<file path="src/rtl/maxpool_2x2.sv">
`default_nettype none
// ============================================================================
// maxpool_2x2 : streaming 2x2 / stride-2 max-pool over packed channels.
//   Optional macro MAXPOOL_SIGNED_CMP_EN selects two's-complement compare.
// Revision 1.0
// ============================================================================
module maxpool_2x2 #(
  parameter int DATA_WIDTH = 8,
  parameter int IN_CHANNEL = 4,
  parameter int IN_WIDTH   = 8,
  parameter int IN_HEIGHT  = 8
) (
  input  logic                             clk,
  input  logic                             rst_n,
  input  logic [DATA_WIDTH*IN_CHANNEL-1:0] i_data,
  input  logic                             i_valid,
  output logic [DATA_WIDTH*IN_CHANNEL-1:0] o_data,
  output logic                             o_valid,
  output logic                             o_frame_done
);

  localparam int PIX_W  = DATA_WIDTH * IN_CHANNEL;
  localparam int HALF_W = IN_WIDTH / 2;
  localparam int COL_W  = $clog2(IN_WIDTH + 1);
  localparam int ROW_W  = $clog2(IN_HEIGHT + 1);
  localparam int IDX_W  = (HALF_W > 1) ? $clog2(HALF_W) : 1;

  localparam logic [COL_W-1:0] COL_LAST = COL_W'(IN_WIDTH - 1);
  localparam logic [ROW_W-1:0] ROW_LAST = ROW_W'(IN_HEIGHT - 1);
  localparam logic [COL_W-1:0] COL_ACT  = COL_W'(2 * (IN_WIDTH / 2));
  localparam logic [ROW_W-1:0] ROW_ACT  = ROW_W'(2 * (IN_HEIGHT / 2));
  localparam logic [COL_W-1:0] COL_FIN  = COL_W'(2 * (IN_WIDTH / 2) - 1);
  localparam logic [ROW_W-1:0] ROW_FIN  = ROW_W'(2 * (IN_HEIGHT / 2) - 1);

  logic [COL_W-1:0] col;
  logic [ROW_W-1:0] row;
  logic [PIX_W-1:0] h_reg;
  logic [PIX_W-1:0] rowbuf [HALF_W];
  logic [IDX_W-1:0] buf_idx;
  logic [PIX_W-1:0] rd_pix;
  logic [PIX_W-1:0] max_hin;
  logic [PIX_W-1:0] max_win;
  logic             in_active;
  logic             buf_we;

  function automatic logic el_gt(input logic [DATA_WIDTH-1:0] a,
                                 input logic [DATA_WIDTH-1:0] b);
`ifdef MAXPOOL_SIGNED_CMP_EN
    return $signed(a) > $signed(b);
`else
    return a > b;
`endif
  endfunction

  // Trailing odd column/row is counted but never enters a window.
  assign in_active = (col < COL_ACT) && (row < ROW_ACT);
  assign buf_idx   = col[IDX_W:1];
  assign rd_pix    = rowbuf[buf_idx];
  assign buf_we    = rst_n && i_valid && in_active && col[0] && !row[0];

  for (genvar c = 0; c < IN_CHANNEL; c++) begin : g_ch
    logic [DATA_WIDTH-1:0] in_el;
    logic [DATA_WIDTH-1:0] h_el;
    logic [DATA_WIDTH-1:0] rd_el;
    logic [DATA_WIDTH-1:0] hin_el;
    assign in_el  = i_data[c*DATA_WIDTH +: DATA_WIDTH];
    assign h_el   = h_reg[c*DATA_WIDTH +: DATA_WIDTH];
    assign rd_el  = rd_pix[c*DATA_WIDTH +: DATA_WIDTH];
    assign hin_el = el_gt(h_el, in_el) ? h_el : in_el;
    assign max_hin[c*DATA_WIDTH +: DATA_WIDTH] = hin_el;
    assign max_win[c*DATA_WIDTH +: DATA_WIDTH] = el_gt(rd_el, hin_el) ? rd_el : hin_el;
  end

  // Row buffer holds top-row pair maxima; written before read, so no reset.
  always_ff @(posedge clk) begin
    if (buf_we) begin
      rowbuf[buf_idx] <= max_hin;
    end
  end

  always_ff @(posedge clk) begin
    if (!rst_n) begin
      col          <= '0;
      row          <= '0;
      h_reg        <= '0;
      o_data       <= '0;
      o_valid      <= 1'b0;
      o_frame_done <= 1'b0;
    end else begin
      o_valid      <= 1'b0;
      o_frame_done <= 1'b0;
      if (i_valid) begin
        if (col == COL_LAST) begin
          col <= '0;
          row <= (row == ROW_LAST) ? '0 : row + ROW_W'(1);
        end else begin
          col <= col + COL_W'(1);
        end
        if (in_active) begin
          if (!col[0]) begin
            h_reg <= i_data;
          end else if (row[0]) begin
            o_data       <= max_win;
            o_valid      <= 1'b1;
            o_frame_done <= (row == ROW_FIN) && (col == COL_FIN);
          end
        end
      end
    end
  end

endmodule
`default_nettype wire
</file>
<file path="config.mk">
export PLATFORM = sky130hd
export DESIGN_NAME = maxpool_2x2
export DESIGN_NICKNAME = d
export VERILOG_FILES = /design/src/rtl/maxpool_2x2.sv
export SDC_FILE = /design/constraint.sdc
export NUM_CORES = 1
export LEC_CHECK = 0
export ABC_AREA = 1
export CORE_ASPECT_RATIO = 0.75
export CORE_MARGIN = 2
export CORE_UTILIZATION = 50
export CTS_CLUSTER_DIAMETER = 150
export DETAILED_ROUTE_END_ITERATION = 7
export GPL_TIMING_DRIVEN = 1
export PLACE_DENSITY = 0.69
export SLEW_MARGIN = 15
export SYNTH_ARGS = -nofsm -noshare
export SYNTH_HDL_FRONTEND = slang
export SYNTH_SLANG_ARGS = --single-unit
</file>
<file path="constraint.sdc">
create_clock -name clk -period 6.15 [get_ports clk]
set_input_delay 0.615 -clock clk [delete_from_list [all_inputs] [get_ports clk]]
set_output_delay 0.615 -clock clk [all_outputs]
set_load 0.05 [all_outputs]
</file>
==> impl_metrics.csv, run 1 <==
group,metric,value,unit
run_status,status,"completed",
cts,htreeDepth,1,
cts,post_cts_buffers,0,
floorplanning,start_util,0.510,
floorplanning,die-area,21800,um2
critical_path,crit_path_max_fanout,9,
finish,synthToLayoutAreaGrowth,15.0,%
placement,dp_cells,1434,
route,ant_nets,0,
synthesis,syn_inst,1140,
sta,fmax,0.289,GHz
cts,clk_latency,500,ps
cts,cts_buffer_depth,3,
route,drt_pass1_iterations,5,
synthesis,ys_types,29,
placement,placed_area,11200,um2
critical_path,crit_top_cell,"nand2_1",
sta,worst_pin_slew,1100,ps
synthesis,syn_avg_cell_area,9.04,um2
global_routing,gr-usage-all-layers,0.206,
job,maxCapViolations,0,
synthesis,syn-cell-area,10300,um2
synthesis,yosysSeqAreaShare,0.521,
cts,cts.sinks,204,
synthesis,yosysWarnings,0,
sta,setup_viol,0,
route,drt-initial-drc-count,584,
synthesis,synth-async-reset-ratio,0,
cts,cts_tree,"built",
critical_path,crit_type,"input port to flop",
critical_path,crit_family,"simple AND/OR/NAND/NOR gates",
floorplanning,die_x,170,um
sta,final_max_slew_viol_count,0,
critical_path,crit_required,6580,ps
floorplanning,pin_count,69,
global_routing,overflow,0,
finish,drive_gt1_frac,0.0767,
finish,final_area,11900,um2
route,vias_per_cell,5.33,
synthesis,ys_ff_latch,204,
synthesis,synth_most_common_cell,"nand2_1",
global_routing,antenna_found_initial,0,
synthesis,yosysTopAreaCell,"edfxtp_1",
critical_path,arrival,3880,ps
critical_path,slowest_delay,470,ps
pwr,leakage,5.21,nW
floorplanning,core,20200,um2
placement,io_buffers,68,
global_routing,grt_pass1_wl,36500,um
sta,period_minus_slack,3460,ps
route,drc,0,
placement,hpwl,14400,um
synthesis,synth_edf_count,128,
critical_path,rrSetupSlack,2950,ps
route,routed_wl,22100,um
pwr,power_density,283,nW/um2
cts,ctsHoldBuffers,0,
critical_path,timing.critical_path.buf_inv,2,
cts,clk_pin_slew,60,ps
cts,cts_buffers,21,
global_routing,grt_max_degree,72,
finish,stdcell_count,1471,
sta,setup_slack,2690,ps
synthesis,ys_dominant_reg_cell,"edfxtp_1",
finish,largest_reg_flops,128,
placement,gp_congestion,0.808,
global_routing,grt_pass1_vias,7415,
critical_path,crit_chain,"clkdlybuf4s50_1 > inv_1 > ha_1 > nand2_1 > nor2_1 > nand2_1 > nand2_2 > nand2_1 > nand2_1 > nand2_1 > ha_1 > nand2_1 > nor2_1 > nand4_2 > nand2_1 > nand3_1 > a21oi_2",
synthesis,yosysTopAreaCellShare,0.373,
route,via_count,7847,
finish,fin_nets,1300,
pwr,max-vdd-ir-drop,0.166,mV
route,wire_per_inst,15.0,um
cts,cts_resized,0,
sta,relSlewSlack,0.267,
sta,period_share,0.562,
finish,antenna-diode-count,0,
critical_path,crit_slowest_cell,"clkdlybuf4s50_1",
finish,fillCellCount,1737,
critical_path,startpoint_type,"input port",
synthesis,synth_area_leaders,"edfxtp_1 37%, dfxtp_1 15%, ha_1 8.0%, nand2_1 6.7%, o21ai_0 6.1%",
critical_path,end_kind,"flop",
placement,preCtsSetupSlack,2240,ps
cts,cts-root-buf,"clkbuf_16",
sta,finalSetupTns,0,ps
floorplanning,core.rowCount,45,
worst_hold_path,min_path_type,"flop to flop",
sta,hold_viol,0,
sta,fin_skew,17.6,ps
floorplanning,die_h,128,um
synthesis,synth_common_cells,"184 x nand2_1, 167 x inv_1, 128 x edfxtp_1, 126 x o21ai_0, 99 x nand3_1",
synthesis,syn_nets,1241,
sta,rsz0062_at_grt,"false",
power by group:
group	switching (mW)	internal, mW	total (mW)
clock	0.517	0.749	1.27
combinational	0.375	0.188	0.563
sequential	0.0125	1.51	1.52
cell type report:
class	instances	area (um2)	share of cell area
Clock inverter	15	149	0.0126
Tap cell	258	323	0.0272
Timing Repair Buffer	75	728	0.0615
Multi-Input combinational cell	727	4110	0.347
Inverter	170	641	0.0541
Clock buffer	22	529	0.0447
Sequential cell	204	5370	0.453
cells in the final DEF (no fill, tap or decap), drive strengths merged, types with 10 or more instances in the layout:
master         count
nand2            188
inv              170
o21ai            131
edfxtp           128
nand3             99
nor2              97
a21oi             87
dfxtp             76
clkdlybuf4s50     67
ha                66
o22ai             28
clkbuf            22
nand4             11
clkinv            10
worst reg2reg max path: cells and delay by family (launching register included):
family          cells  cell delay (ps)
simple gates        6              980
compound gates      3              570
flops               1              310
buf+inv             2              930
fa+ha+maj           1              300
stage by stage:
stage	total power, mW	util	hold WS (ps)
6_report	3.35	0.586	479
5_1_grt	3.52	0.586	505
4_1_cts	3.38	0.586	480
3_5_place_dp	2.11	0.553	471
3_3_place_gp	2.10	0.553	470
2_1_floorplan	1.97	-	448
final timing paths:
check	start	to	cells after the start
max	i_data[7]	o_data[0]$_SDFFE_PN0P_	17
min	h_reg[17]$_SDFFE_PN0P_	h_reg[17]$_SDFFE_PN0P_	2
max reg2reg	flop	o_data[26]$_SDFFE_PN0P_	12
min reg2reg	h_reg[17]$_SDFFE_PN0P_	h_reg[17]$_SDFFE_PN0P_	2
layer usage:
layer,routed length [um],vias up,global-route usage
li1,-,3982,-
met3,1130,30,0.0256
met5,0,-,0
met2,9550,193,0.323
met4,402,0,0.0478
met1,11000,3642,0.308
kinds of logic after synthesis:
family                   synth area share
XOR/XNOR                          0.00170
flip-flops                          0.521
AND/OR/NAND/NOR                     0.169
buffers and inverters              0.0815
adder cells (fa/ha/maj)            0.0802
AO/OA/AOI/OAI                       0.146
Power figures use the tool's default switching activity.
==> run 2, diff against run 1 <==
--- a/config.mk
+++ b/config.mk
@@ -12,7 +12,7 @@
 export CTS_CLUSTER_DIAMETER = 150
 export DETAILED_ROUTE_END_ITERATION = 7
 export GPL_TIMING_DRIVEN = 1
-export PLACE_DENSITY = 0.69
+export PLACE_DENSITY = 0.72
 export SLEW_MARGIN = 15
 export SYNTH_ARGS = -nofsm -noshare
 export SYNTH_HDL_FRONTEND = slang
==> constraint.sdc (replaced) <==
create_clock -name clk -period 3 [get_ports clk]
set_input_delay 0.3 -clock clk [delete_from_list [all_inputs] [get_ports clk]]
set_output_delay 0.3 -clock clk [all_outputs]
set_load 0.05 [all_outputs]
==> run 2 against run 1 <==
Compared with the run above: flip-flop and latch count is the same; combinational power grew to 2.6 times the previous value; power grew 120%; sequential share of layout area fell by 3.7 points; count of clock-buffer cells in the layout rose by 5; wire length up 8.0%.
==> impl_metrics.csv, run 2 (same netlist as run 1, synthesis figures left out) <==
group,metric,value,unit
run_status,status,"completed",
critical_path,crit_type,"input port to flop",
placement,io_buffers,68,
route,vias_per_cell,5.22,
global_routing,overflow,0,
pwr,max-vdd-ir-drop,0.410,mV
placement,dp_cells,1550,
finish,drive_gt1_frac,0.167,
floorplanning,core,20200,um2
cts,cts.sinks,204,
pwr,p_int,5.54,mW
critical_path,rrSetupSlack,260,ps
finish,synthToLayoutAreaGrowth,25.3,%
sta,final_max_slew_viol_count,0,
critical_path,crit_top_cell,"nand2_1",
route,drt_pass1_iterations,5,
critical_path,crit_chain,"clkdlybuf4s50_1 > inv_1 > ha_1 > nand2_1 > nor2_1 > nand2_1 > nand2_2 > nand2_1 > buf_4 > nand2_1 > nand2_1 > ha_1 > nand2_1 > inv_1 > nand2_1 > nand2_1 > nand2_1 > nand2_1 > buf_4 > nand3_1 > nand2_1 > inv_1 > a21oi_1",
placement,gp_congestion,0.869,
route,ant_nets,0,
finish,seq_area,5370,um2
finish,layout_commonest_cell,"nand2_1",
placement,hpwl,15700,um
finish,fillCellCount,1618,
cts,cts_buffers,22,
floorplanning,die-area,21800,um2
finish,fin_nets,1418,
route,wire_per_inst,15.0,um
sta,worst_pin_slew,676,ps
cts,cts_buffer_depth,3,
sta,hold_viol,0,
finish,multi_input_comb_area,4140,um2
sta,rsz0062_at_grt,"false",
worst_hold_path,min_path_type,"input port to flop",
floorplanning,core.rowCount,45,
global_routing,grt_pass1_vias,8316,
sta,relSlewSlack,0.550,
global_routing,gr-usage-all-layers,0.222,
job,maxCapViolations,0,
pwr,p_switching,1.97,mW
global_routing,grt_pass1_wl,39400,um
route,via_count,8301,
pwr,clockPowerShare,0.391,
sta,fmax,0.361,GHz
finish,antenna-diode-count,0,
cts,cts_tree,"built",
pwr,power_density,582,nW/um2
pwr,pwr-share-comb,0.193,
route,drc,0,
floorplanning,die_x,170,um
critical_path,slowest_delay,490,ps
floorplanning,pin_count,69,
sta,fin_skew,11.8,ps
floorplanning,start_util,0.510,
cts,clk_latency,510,ps
sta,period_share,0.923,
sta,setup_slack,230,ps
floorplanning,die_h,128,um
pwr,p_seq_frac,0.417,
sta,setup_viol,0,
placement,placed_area,12100,um2
route,routed_wl,23800,um
critical_path,crit_required,3440,ps
global_routing,grt_max_degree,71,
pwr,leakage,5.83,nW
finish,final_cell_mix,"176 x nand2_1, 167 x inv_1, 128 x edfxtp_1, 126 x o21ai_0, 120 x buf_4",
critical_path,crit_path_max_fanout,8,
cts,ctsHoldBuffers,0,
global_routing,antenna_found_initial,0,
finish,final_area,12900,um2
route,drt-initial-drc-count,593,
pwr,p_sw_frac,0.263,
cts,clk_pin_slew,60,ps
critical_path,crit_slowest_cell,"clkdlybuf4s50_1",
cts,htreeDepth,1,
cts,cts-root-buf,"clkbuf_16",
sta,period_minus_slack,2770,ps
critical_path,arrival,3210,ps
critical_path,end_kind,"flop",
critical_path,startpoint_type,"input port",
finish,largest_reg_flops,128,
placement,preCtsSetupSlack,-318,ps
finish,stdcell_count,1591,
## run 2: per-stage QoR
stage	hold slack, ps	utilization	power (mW)	setup TNS [ps]
4_1_cts	446	0.637	7.54	0
5_1_grt	489	0.639	7.86	0
6_report	461	0.639	7.51	0
3_3_place_gp	466	0.598	4.56	-5750
3_5_place_dp	478	0.598	4.60	-7250
2_1_floorplan	448	-	4.04	-23780
## run 2: critical path: cells and delay by family
kind	cells	cell delay (ps)
AOI/OAI and AO/OA	1	130
and+or+nand+nor	14	1170
buffers and inverters	6	1030
adders and majority gates	2	590
## run 2: layout make-up
class,instances,share of cell area
timing repair buffer,192,0.128
tap,258,0.0250
sequential,204,0.416
multi-input combinational,727,0.321
clock buffer,27,0.0457
clock inverter,13,0.0152
inverter,170,0.0496
## run 2: power by group through the flow
stage / registers (mW) / clock network [mW] / logic (mW)
floorplan: 3.18 / 0 / 0.859
global placement: 3.19 / 0 / 1.37
detailed placement: 3.19 / 0 / 1.41
CTS: 3.13 / 2.99 / 1.43
global route: 3.13 / 3.10 / 1.63
finish: 3.13 / 2.94 / 1.45
## run 2: routing by layer
metal | wire length [um] | GRT usage | vias to the layer above
li1 | - | - | 4222
met1 | 11200 | 0.305 | 3846
met2 | 11100 | 0.381 | 203
met3 | 1190 | 0.0293 | 30
met4 | 345 | 0.0432 | 0
met5 | 0 | 0 | -
## run 2: what timing repair did
item | in CTS | in global routing
setup buffers | 0 | 1
endpoints found under the setup margin | 0 | 24
hold endpoints to repair | 0 | 0
resized for setup | 0 | 10
## run 2: final timing paths
path	start	endpoint	depth (start not counted)
worst max-delay path	i_data[7]	o_data[1]$_SDFFE_PN0P_	23
worst min-delay path	i_data[11]	h_reg[11]$_SDFFE_PN0P_	3
worst max register to register	h_reg[7]$_SDFFE_PN0P_	o_data[1]$_SDFFE_PN0P_	21
worst min register to register	h_reg[11]$_SDFFE_PN0P_	h_reg[11]$_SDFFE_PN0P_	2
